**src/rtl/board_snapshot_tx.sv**
```systemverilog
// board_snapshot_tx
//   Dumps the life board as a byte stream: a header byte, then every board
//   row packed MSB-first, eight cells per byte. One row is captured from the
//   live pixel stream into a row buffer, drained over a valid/ready byte
//   port, then the next row is awaited. freeze_out is held for the whole
//   dump so the board does not evolve underneath it.
//
//   Optional feature macro: SNAP_CRC_EN
//     defined   - CRC-8 (poly 0x07, init 0x00) over all row bytes, sent as a
//                 trailing byte after the last row.
//     undefined - stream ends with the last row byte, no CRC logic.
module board_snapshot_tx #(
   parameter int         BOARD_W      = 64,
   parameter logic [7:0] HDR_BYTE     = 8'hA5,
   parameter int         HCOUNT_WIDTH = 11,
   parameter int         VCOUNT_WIDTH = 10
) (
   input  logic                    clk_in,
   input  logic                    rst_in,
   input  logic                    start_in,
   input  logic [HCOUNT_WIDTH-1:0] hcount_in,
   input  logic [VCOUNT_WIDTH-1:0] vcount_in,
   input  logic                    alive_in,
   output logic [7:0]              byte_out,
   output logic                    byte_valid_out,
   input  logic                    byte_ready_in,
   output logic                    busy_out,
   output logic                    freeze_out,
   output logic                    done_out
);

   localparam int NB  = BOARD_W / 8;                 // bytes per row
   localparam int RW  = $clog2(BOARD_W) + 1;         // row index width
   localparam int BW  = $clog2(NB) + 1;              // byte index width
   localparam int BIW = (NB > 1) ? $clog2(NB) : 1;   // row buffer select width
   localparam int MW0 = (HCOUNT_WIDTH > VCOUNT_WIDTH) ? HCOUNT_WIDTH : VCOUNT_WIDTH;
   localparam int XW  = ((MW0 > RW) ? MW0 : RW) + 1; // common compare width

`ifdef SNAP_CRC_EN
   typedef enum logic [2:0] {
      S_IDLE, S_HEADER, S_WAIT_ROW, S_CAPTURE, S_DRAIN, S_TRAILER, S_DONE
   } state_t;
`else
   typedef enum logic [2:0] {
      S_IDLE, S_HEADER, S_WAIT_ROW, S_CAPTURE, S_DRAIN, S_DONE
   } state_t;
`endif

   state_t               state_q, state_d;
   logic [RW-1:0]        row_idx;
   logic [BW-1:0]        byte_idx;
   logic [6:0]           shift_q;
   logic [NB-1:0][7:0]   row_buf;

   // Coordinates widened to one width so all compares are like-for-like.
   logic [XW-1:0]        hx, vy, ry;
   logic                 on_row, row_start, row_end;
   logic                 xfer, last_byte, last_row;
   logic [BIW-1:0]       rd_sel, wr_sel;

   assign hx = XW'(hcount_in);
   assign vy = XW'(vcount_in);
   assign ry = XW'(row_idx);

   // A pixel belongs to the row being captured only if it is on the board
   // and on the current row; anything else is ignored.
   assign on_row    = (vy == ry) && (hx < XW'(BOARD_W));
   assign row_start = on_row && (hx == '0);
   assign row_end   = on_row && (hx == XW'(BOARD_W - 1));

   assign xfer      = byte_valid_out && byte_ready_in;
   assign last_byte = (byte_idx == BW'(NB - 1));
   assign last_row  = (row_idx == RW'(BOARD_W - 1));

   assign rd_sel    = byte_idx[BIW-1:0];
   assign wr_sel    = hx[BIW+2:3];

`ifdef SNAP_CRC_EN
   logic [7:0] crc_q;

   // One CRC-8 step over a whole byte, MSB first.
   function automatic logic [7:0] crc8_next(input logic [7:0] c, input logic [7:0] d);
      logic [7:0] r;
      r = c ^ d;
      for (int i = 0; i < 8; i++)
         r = r[7] ? ((r << 1) ^ 8'h07) : (r << 1);
      return r;
   endfunction
`endif

   // State register.
   always_ff @(posedge clk_in or negedge rst_in) begin
      if (!rst_in) state_q <= S_IDLE;
      else         state_q <= state_d;
   end

   // Next-state logic.
   always_comb begin
      state_d = state_q;
      case (state_q)
         S_IDLE:     if (start_in)  state_d = S_HEADER;
         S_HEADER:   if (xfer)      state_d = S_WAIT_ROW;
         S_WAIT_ROW: if (row_start) state_d = S_CAPTURE;
         S_CAPTURE:  if (row_end)   state_d = S_DRAIN;
         S_DRAIN: begin
            if (xfer && last_byte) begin
`ifdef SNAP_CRC_EN
               state_d = last_row ? S_TRAILER : S_WAIT_ROW;
`else
               state_d = last_row ? S_DONE : S_WAIT_ROW;
`endif
            end
         end
`ifdef SNAP_CRC_EN
         S_TRAILER:  if (xfer)      state_d = S_DONE;
`endif
         S_DONE:                    state_d = S_IDLE;
         default:                   state_d = S_IDLE;
      endcase
   end

   // Output decode: byte offer is a pure function of state and held
   // registers, so it stays stable for as long as ready is low.
   always_comb begin
      byte_out       = 8'h00;
      byte_valid_out = 1'b0;
      busy_out       = (state_q != S_IDLE);
      freeze_out     = (state_q != S_IDLE);
      done_out       = (state_q == S_DONE);
      case (state_q)
         S_HEADER: begin
            byte_out       = HDR_BYTE;
            byte_valid_out = 1'b1;
         end
         S_DRAIN: begin
            byte_out       = row_buf[rd_sel];
            byte_valid_out = 1'b1;
         end
`ifdef SNAP_CRC_EN
         S_TRAILER: begin
            byte_out       = crc_q;
            byte_valid_out = 1'b1;
         end
`endif
         default: ;
      endcase
   end

   // Row and byte counters.
   always_ff @(posedge clk_in or negedge rst_in) begin
      if (!rst_in) begin
         row_idx  <= '0;
         byte_idx <= '0;
      end else begin
         case (state_q)
            S_IDLE:    if (start_in) begin
               row_idx  <= '0;
               byte_idx <= '0;
            end
            S_CAPTURE: if (row_end) byte_idx <= '0;
            S_DRAIN:   if (xfer) begin
               if (last_byte) begin
                  byte_idx <= '0;
                  row_idx  <= row_idx + 1'b1;
               end else begin
                  byte_idx <= byte_idx + 1'b1;
               end
            end
            default: ;
         endcase
      end
   end

   // Cell shift register: holds the first seven cells of the byte being
   // assembled; x=8k ends up in the MSB once the eighth cell arrives.
   always_ff @(posedge clk_in or negedge rst_in) begin
      if (!rst_in) begin
         shift_q <= '0;
      end else if (state_q == S_WAIT_ROW && row_start) begin
         shift_q <= {6'b0, alive_in};
      end else if (state_q == S_CAPTURE && on_row) begin
         shift_q <= {shift_q[5:0], alive_in};
      end
   end

   // Row buffer: written once per eight cells, contents need no reset.
   always_ff @(posedge clk_in) begin
      if (state_q == S_CAPTURE && on_row && hx[2:0] == 3'd7)
         row_buf[wr_sel] <= {shift_q, alive_in};
   end

`ifdef SNAP_CRC_EN
   // CRC accumulates only row bytes as they are accepted.
   always_ff @(posedge clk_in or negedge rst_in) begin
      if (!rst_in)                          crc_q <= 8'h00;
      else if (state_q == S_IDLE && start_in) crc_q <= 8'h00;
      else if (state_q == S_DRAIN && xfer)    crc_q <= crc8_next(crc_q, byte_out);
   end
`endif

endmodule

```
**config.mk**
```make
export PLATFORM = sky130hd
export DESIGN_NAME = board_snapshot_tx
export DESIGN_NICKNAME = d
export VERILOG_FILES = /design/src/rtl/board_snapshot_tx.sv
export SDC_FILE = /design/constraint.sdc
export NUM_CORES = 1
export LEC_CHECK = 0
export CAP_MARGIN = 25
export CORE_ASPECT_RATIO = 2
export CORE_UTILIZATION = 55
export CTS_BUF_LIST = sky130_fd_sc_hd__clkbuf_8
export CTS_CLUSTER_SIZE = 20
export DETAILED_ROUTE_END_ITERATION = 10
export PLACE_DENSITY = 0.74
export SETUP_SLACK_MARGIN = 0.3
export SKIP_CTS_REPAIR_TIMING = 1
export SYNTH_ARGS = -nofsm -noshare
export SYNTH_HDL_FRONTEND = slang
export SYNTH_SLANG_ARGS = --single-unit
```
**constraint.sdc**
```tcl
create_clock -name clk_in -period 3.75 [get_ports clk_in]
set_input_delay 0.75 -clock clk_in [delete_from_list [all_inputs] [get_ports clk_in]]
set_output_delay 0.75 -clock clk_in [all_outputs]
set_load 0.01 [all_outputs]
```
== Word level (Yosys, flattened, before mapping) ==
Cells that the tools add are included.

* Add/subtract/negate cells: 2
* Equality and inequality tests: 17
* Order comparisons: 4
* Muxes and demuxes: 25
* Reductions and logical operators: 19

{| class="wikitable"
|+ Operator list
! kind !! count
|-
| 64-bit bitwise mux || 1
|-
| 7-bit two-way mux || 5
|-
| 8-bit binary-select mux with 3-bit select || 1
|-
| 8-bit demux with 3-bit select || 1
|-
| 3-bit two-way mux || 6
|-
| 4-bit two-way mux || 4
|-
| 8-bit two-way mux || 2
|-
| 8-bit one-hot mux with 2 select lines || 1
|-
| 3-bit one-hot mux with 5 select lines || 1
|-
| 2-bit inequality test, second input constant || 7
|-
| 7-bit one-hot mux with 2 select lines || 1
|-
| 12-bit logical NOT || 1
|-
| 4-bit one-hot mux with 3 select lines || 1
|-
| 11-bit by 6-bit == test with 1-bit output, second input constant || 1
|-
| 11-bit by 7-bit < comparator with 1-bit output, second input constant || 1
|-
| 10-bit by 7-bit == test with 1-bit output || 1
|-
| 3-bit == test, second input constant || 3
|-
| 1-bit logical AND || 9
|-
| 3-bit by 4-bit < comparator with 1-bit output, second input constant || 2
|-
| 4-bit AND reduction || 2
|-
| 7-bit by 1-bit adder with 7-bit output, second input constant || 1
|-
| 7-bit by 6-bit == test with 1-bit output, second input constant || 1
|-
| 3-bit by 2-bit == test with 1-bit output, second input constant || 2
|-
| 3-bit nonzero test || 2
|-
| 9 further kinds || 10
|}

* Bits of input ports: 26
* Register bits after elaboration: 85
* Word-level logic and storage cells: 79
* Output and inout bits: 12

== Depth between registers and ports, before layout ==
* Depth in word-level cells: 7
* Depth in mapped cells: 6
* Mapped depth without buffers: 6

== Worst setup path before layout ==
OpenSTA, ideal clock, no wires.

* Path type: input to register
* From: in hcount_in[9]
* To: reg row_buf[10] (netlist name), enable pin
* Library setup time: 0.383 ns
* Slack: 1.075 ns
* Arrival: 2.292 ns
* Path buffers: 0
* Required time: 3.367 ns
* Stages on the path: 5
* Path through: nor4_2 -> nand4_2 -> nor4_4 -> nand2_2 -> nor3_1

* Word-level cells in the longest chain between the ends: 4

{| class="wikitable"
|+ Ends and longest elaborated chain
! item !! line !! source
|-
| start: declaration || 21 || <nowiki>input logic [HCOUNT_WIDTH-1:0] hcount_in,</nowiki>
|-
| 11-bit by 7-bit < comparator with 1-bit output || 67 || <nowiki>assign on_row = (vy == ry) && (hx < XW'(BOARD_W));</nowiki>
|-
| 1-bit logical AND || 67 ||
|-
| 1-bit logical AND (2 in a row) || 188 || <nowiki>if (state_q == S_CAPTURE && on_row && hx[2:0] == 3'd7)</nowiki>
|-
| end signal: indexed assignment || 189 || <nowiki>row_buf[wr_sel] <= {shift_q, alive_in};</nowiki>
|-
| end: declaration || 53 || <nowiki>logic [NB-1:0][7:0] row_buf;</nowiki>
|}

No other way between the ends.
A chain may end at the register's enable or synchronous reset.

== Worst setup path in the final report ==
* From: reg byte_idx[0]
* To: out byte_out[3]

* Word-level cells in the longest chain between the ends: 3

{| class="wikitable"
|+ Ends and longest elaborated chain
! item !! line !! source
|-
| start: declaration || 51 || <nowiki>logic [BW-1:0] byte_idx;</nowiki>
|-
| start signal: assignment || 166 || <nowiki>byte_idx <= byte_idx + 1'b1;</nowiki>
|-
| 8-bit binary-select mux with 3-bit select || 136 || <nowiki>byte_out = row_buf[rd_sel];</nowiki>
|-
| 8-bit two-way mux (not written as such) || 136 ||
|-
| 8-bit one-hot mux with 2 select lines || 130 || <nowiki>case (state_q)</nowiki>
|-
| end: declaration || 24 || <nowiki>output logic [7:0] byte_out,</nowiki>
|}

No other way between the ends. The select of a mux whose other input is x is not followed.

==> metrics.txt <==
status=finished, final reports clean; Tcrit/Tclk final=a little over four fifths; final worst setup slack=roughly 570 ps; Final setup viols=0; clock transition at the registers of the reported paths=approximately 80 ps; dpl cells=roughly 390; vias per cell=5.74; GRT Resource Usage Total=about a quarter; 1st-iter DRT viols=206; worst hold path type=flip-flop to flip-flop; Unique masters post-synth=52; routed wire length per instance=19.5 um; Ports=38; H-Tree Depth=3; RSZ-0062 raised after global routing=no; antenna diode count=0; Cell Area, Synth=0.00387 mm2; Fill cells=504; HPWL Detailed=6020 um; Gate Count Post-Synth=258; Initial Util=57.5%; dpl ws=551 ps; Die Y-Extent=121 um; critical path, cell by cell=buf_4 > buf_4 > mux4_2 > mux2i_1 > nor2_1 > clkdlybuf4s50_1; total CTS buffers=9; startpoint types=flip-flop; hold slack=542 ps; Syn Area/Cell=~15 um2; routability cong.=slightly below 0.9; floorplan die width=61.3 um; max-slew violations=0; CP endpoint kind=output port; Total Routed Length=7850 um; CP Max Fanout=11; Pwr per Cell Area=463 mW/mm2; largest net degree at the start of global routing=22; Pre-antenna DRT Iters=4; MaxCap Viol Count=0; Setup Skew=9.66 ps; CTS tree=done; antenna violations before repair=0; Worst-Skew Late Latency=340 ps; final non-filler cell total=402; CTS Buffer Depth=2; Post-layout nets=about 340; slowest CP cell=mux4_2; CTS root buffer=clkbuf_8; Vias=2308; residual DRC count=0; crit path kind=flip-flop to output port; number of global-route vias before repair=2411; #FFs+latches synth=between 80 and 90; final global-route overflow total=0; syn nets=286; register area share after synthesis=63.3%; most frequent CP cell=buf_4; Worst Path Arrival=2430 ps; clock sink count=85; Leak=1.73 nW; Period minus WS final=3180 ps; number of port buffers=37; Max Clk Rate=between 300 and 400 MHz; share of cells above drive strength 1=19.4%; Final Hold Vio Count=0; Core ar.=~0.0067 mm2; Die ar.=roughly 0.0074 mm2; Area Growth Syn to Fin=19.0%; Fin Setup TNS=0 ps; first-pass GRT wire length=approximately 12000 um; DRT antenna net count=0; row cnt=42; Ys Warns=0; max incr delay on CP=between 500 and 600 ps; Reg area=0.00245 mm2; Critical Path RT=3000 ps; Worst VDD drop=0.000326 V; Relative slew margins=55.2%; Worst-Margin Slew=667 ps; Multi-input gate area=0.00136 mm2
[report_power, final]
group | switching [W] | internal, W | total [W] | leakage, nW
combinational | 0.000238 | 0.000228 | 0.000467 | 0.645
clock | 0.000286 | 0.000316 | 0.000602 | 0.111
sequential | 0.0000425 | 0.00102 | 0.00106 | 0.977
total | 0.000567 | 0.00157 | 0.00213 | 1.73
[logic make-up after synthesis]
logic type,Yosys count,share of synthesized area [%]
compound gates,35,6.99
fa+ha+maj,2,0.647
mux,26,12.2
flops,85,63.3
simple gates,84,12.5
buf+inv,14,1.65
xor+xnor,12,2.72
[flip-flops by register name, indices dropped and copies added (netlist names)]
signal and cells:
state_q 3, shift_q 7, row_buf 64, row_idx 7, byte_idx 4
[placed cells by master (no fill, tap or decap), types with 2 or more instances in the layout]
cell type,n
nor2_1,24
and2_1,3
clkdlybuf4s50_1,37
mux2_2,4
nor3_1,3
xor2_1,5
mux4_2,16
nor4_4,2
nor2b_1,2
a21oi_1,7
nand2b_1,5
xnor2_1,7
a211o_1,4
nand3b_1,2
and3_1,2
buf_4,12
ha_1,2
nand2_1,16
dfrtp_1,21
nor3b_1,2
nor3_2,2
a22o_1,6
mux2i_1,4
edfxtp_1,64
inv_1,8
nand2_2,3
nand3_1,9
a31oi_1,2
nand4_1,2
o21ai_0,4
clkbuf_8,10
a21boi_0,2
[final timing paths]
path,startpoint,endpoint,slack [ps],cells past startpoint
hold reg to reg,byte_idx[3]$_DFFE_PN0P_,byte_idx[3]$_DFFE_PN0P_,540,1
setup / recovery,byte_idx[0]$_DFFE_PN0P_,byte_out[3],570,6
setup reg to reg,state_q[1]$_DFFE_PN0P_,row_buf[7]$_DFFE_PP_,1210,4
hold / removal,byte_idx[3]$_DFFE_PN0P_,byte_idx[3]$_DFFE_PN0P_,540,1
max in group asynchronous,rst_in,byte_idx[0]$_DFFE_PN0P_,2700,2
min in group asynchronous,rst_in,state_q[1]$_DFFE_PN0P_,660,1
[through the flow]
step                total power (W)  util (%)  cell area (um2)
CTS                         0.00215      68.1             4580
floorplan                   0.00139         -             3870
global route                0.00223      68.5             4610
finish                      0.00213      68.5             4610
detailed placement          0.00155      65.3             4390
global placement            0.00155      65.3             4390
[synth_stat cells, drive strengths merged]
library cell / number / area [um2]
dfrtp: 21 / 526
o31a: 1 / 8.76
or4: 1 / 7.51
o22ai: 1 / 6.26
inv: 4 / 15.0
ha: 2 / 25.0
edfxtp: 64 / 1920
a21o: 1 / 8.76
nor2: 24 / 90.1
mux4: 16 / 360
nand3: 9 / 45.0
nand2: 19 / 78.8
o2111ai: 1 / 26.3
a311o: 1 / 10.0
mux2i: 4 / 40.0
a32oi: 1 / 8.76
a22o: 6 / 52.6
nand2b: 5 / 31.3
a21oi: 7 / 35.0
nand3b: 2 / 15.0
xnor2: 7 / 61.3
a21boi: 2 / 15.0
nor4: 4 / 61.3
o21a: 1 / 7.51
nand4: 3 / 25.0
a31oi: 2 / 12.5
and4: 1 / 8.76
buf: 8 / 41.3
xor2: 5 / 43.8
o21ba: 1 / 10.0
a211o: 4 / 35.0
and3: 2 / 12.5
nor2b: 2 / 12.5
and2: 3 / 18.8
nor3b: 3 / 27.5
mux2: 6 / 71.3
nor3: 6 / 51.3
o21ai: 6 / 33.8
clkbuf: 2 / 7.51
[per-layer routing]
metal  vias to the layer above  track usage, %  part of all wire [%]
li1                       1092               -                     -
met1                      1130            25.6                    34
met2                        73            43.9                    59
met3                        13            4.28                   4.3
met4                         0            10.5                   1.9
met5                         -               0                     0
[worst max-delay path: cells and delay by family (launching register included)]
kind / cells / cell delay [ps]
buffers and inverters: 3 / 980
DFF: 1 / 330
muxes: 2 / 720
and+or+nand+nor: 1 / 70
[final cells by class]
type	instances	share of cell area [%]
sequential	85	53.1
multi-input combinational	159	29.5
timing repair buffer	50	10.6
clock buffer	10	2.99
tap	88	2.39
clock inverter	6	1.09
inverter	4	0.326
Power figures use the tool's default switching activity.
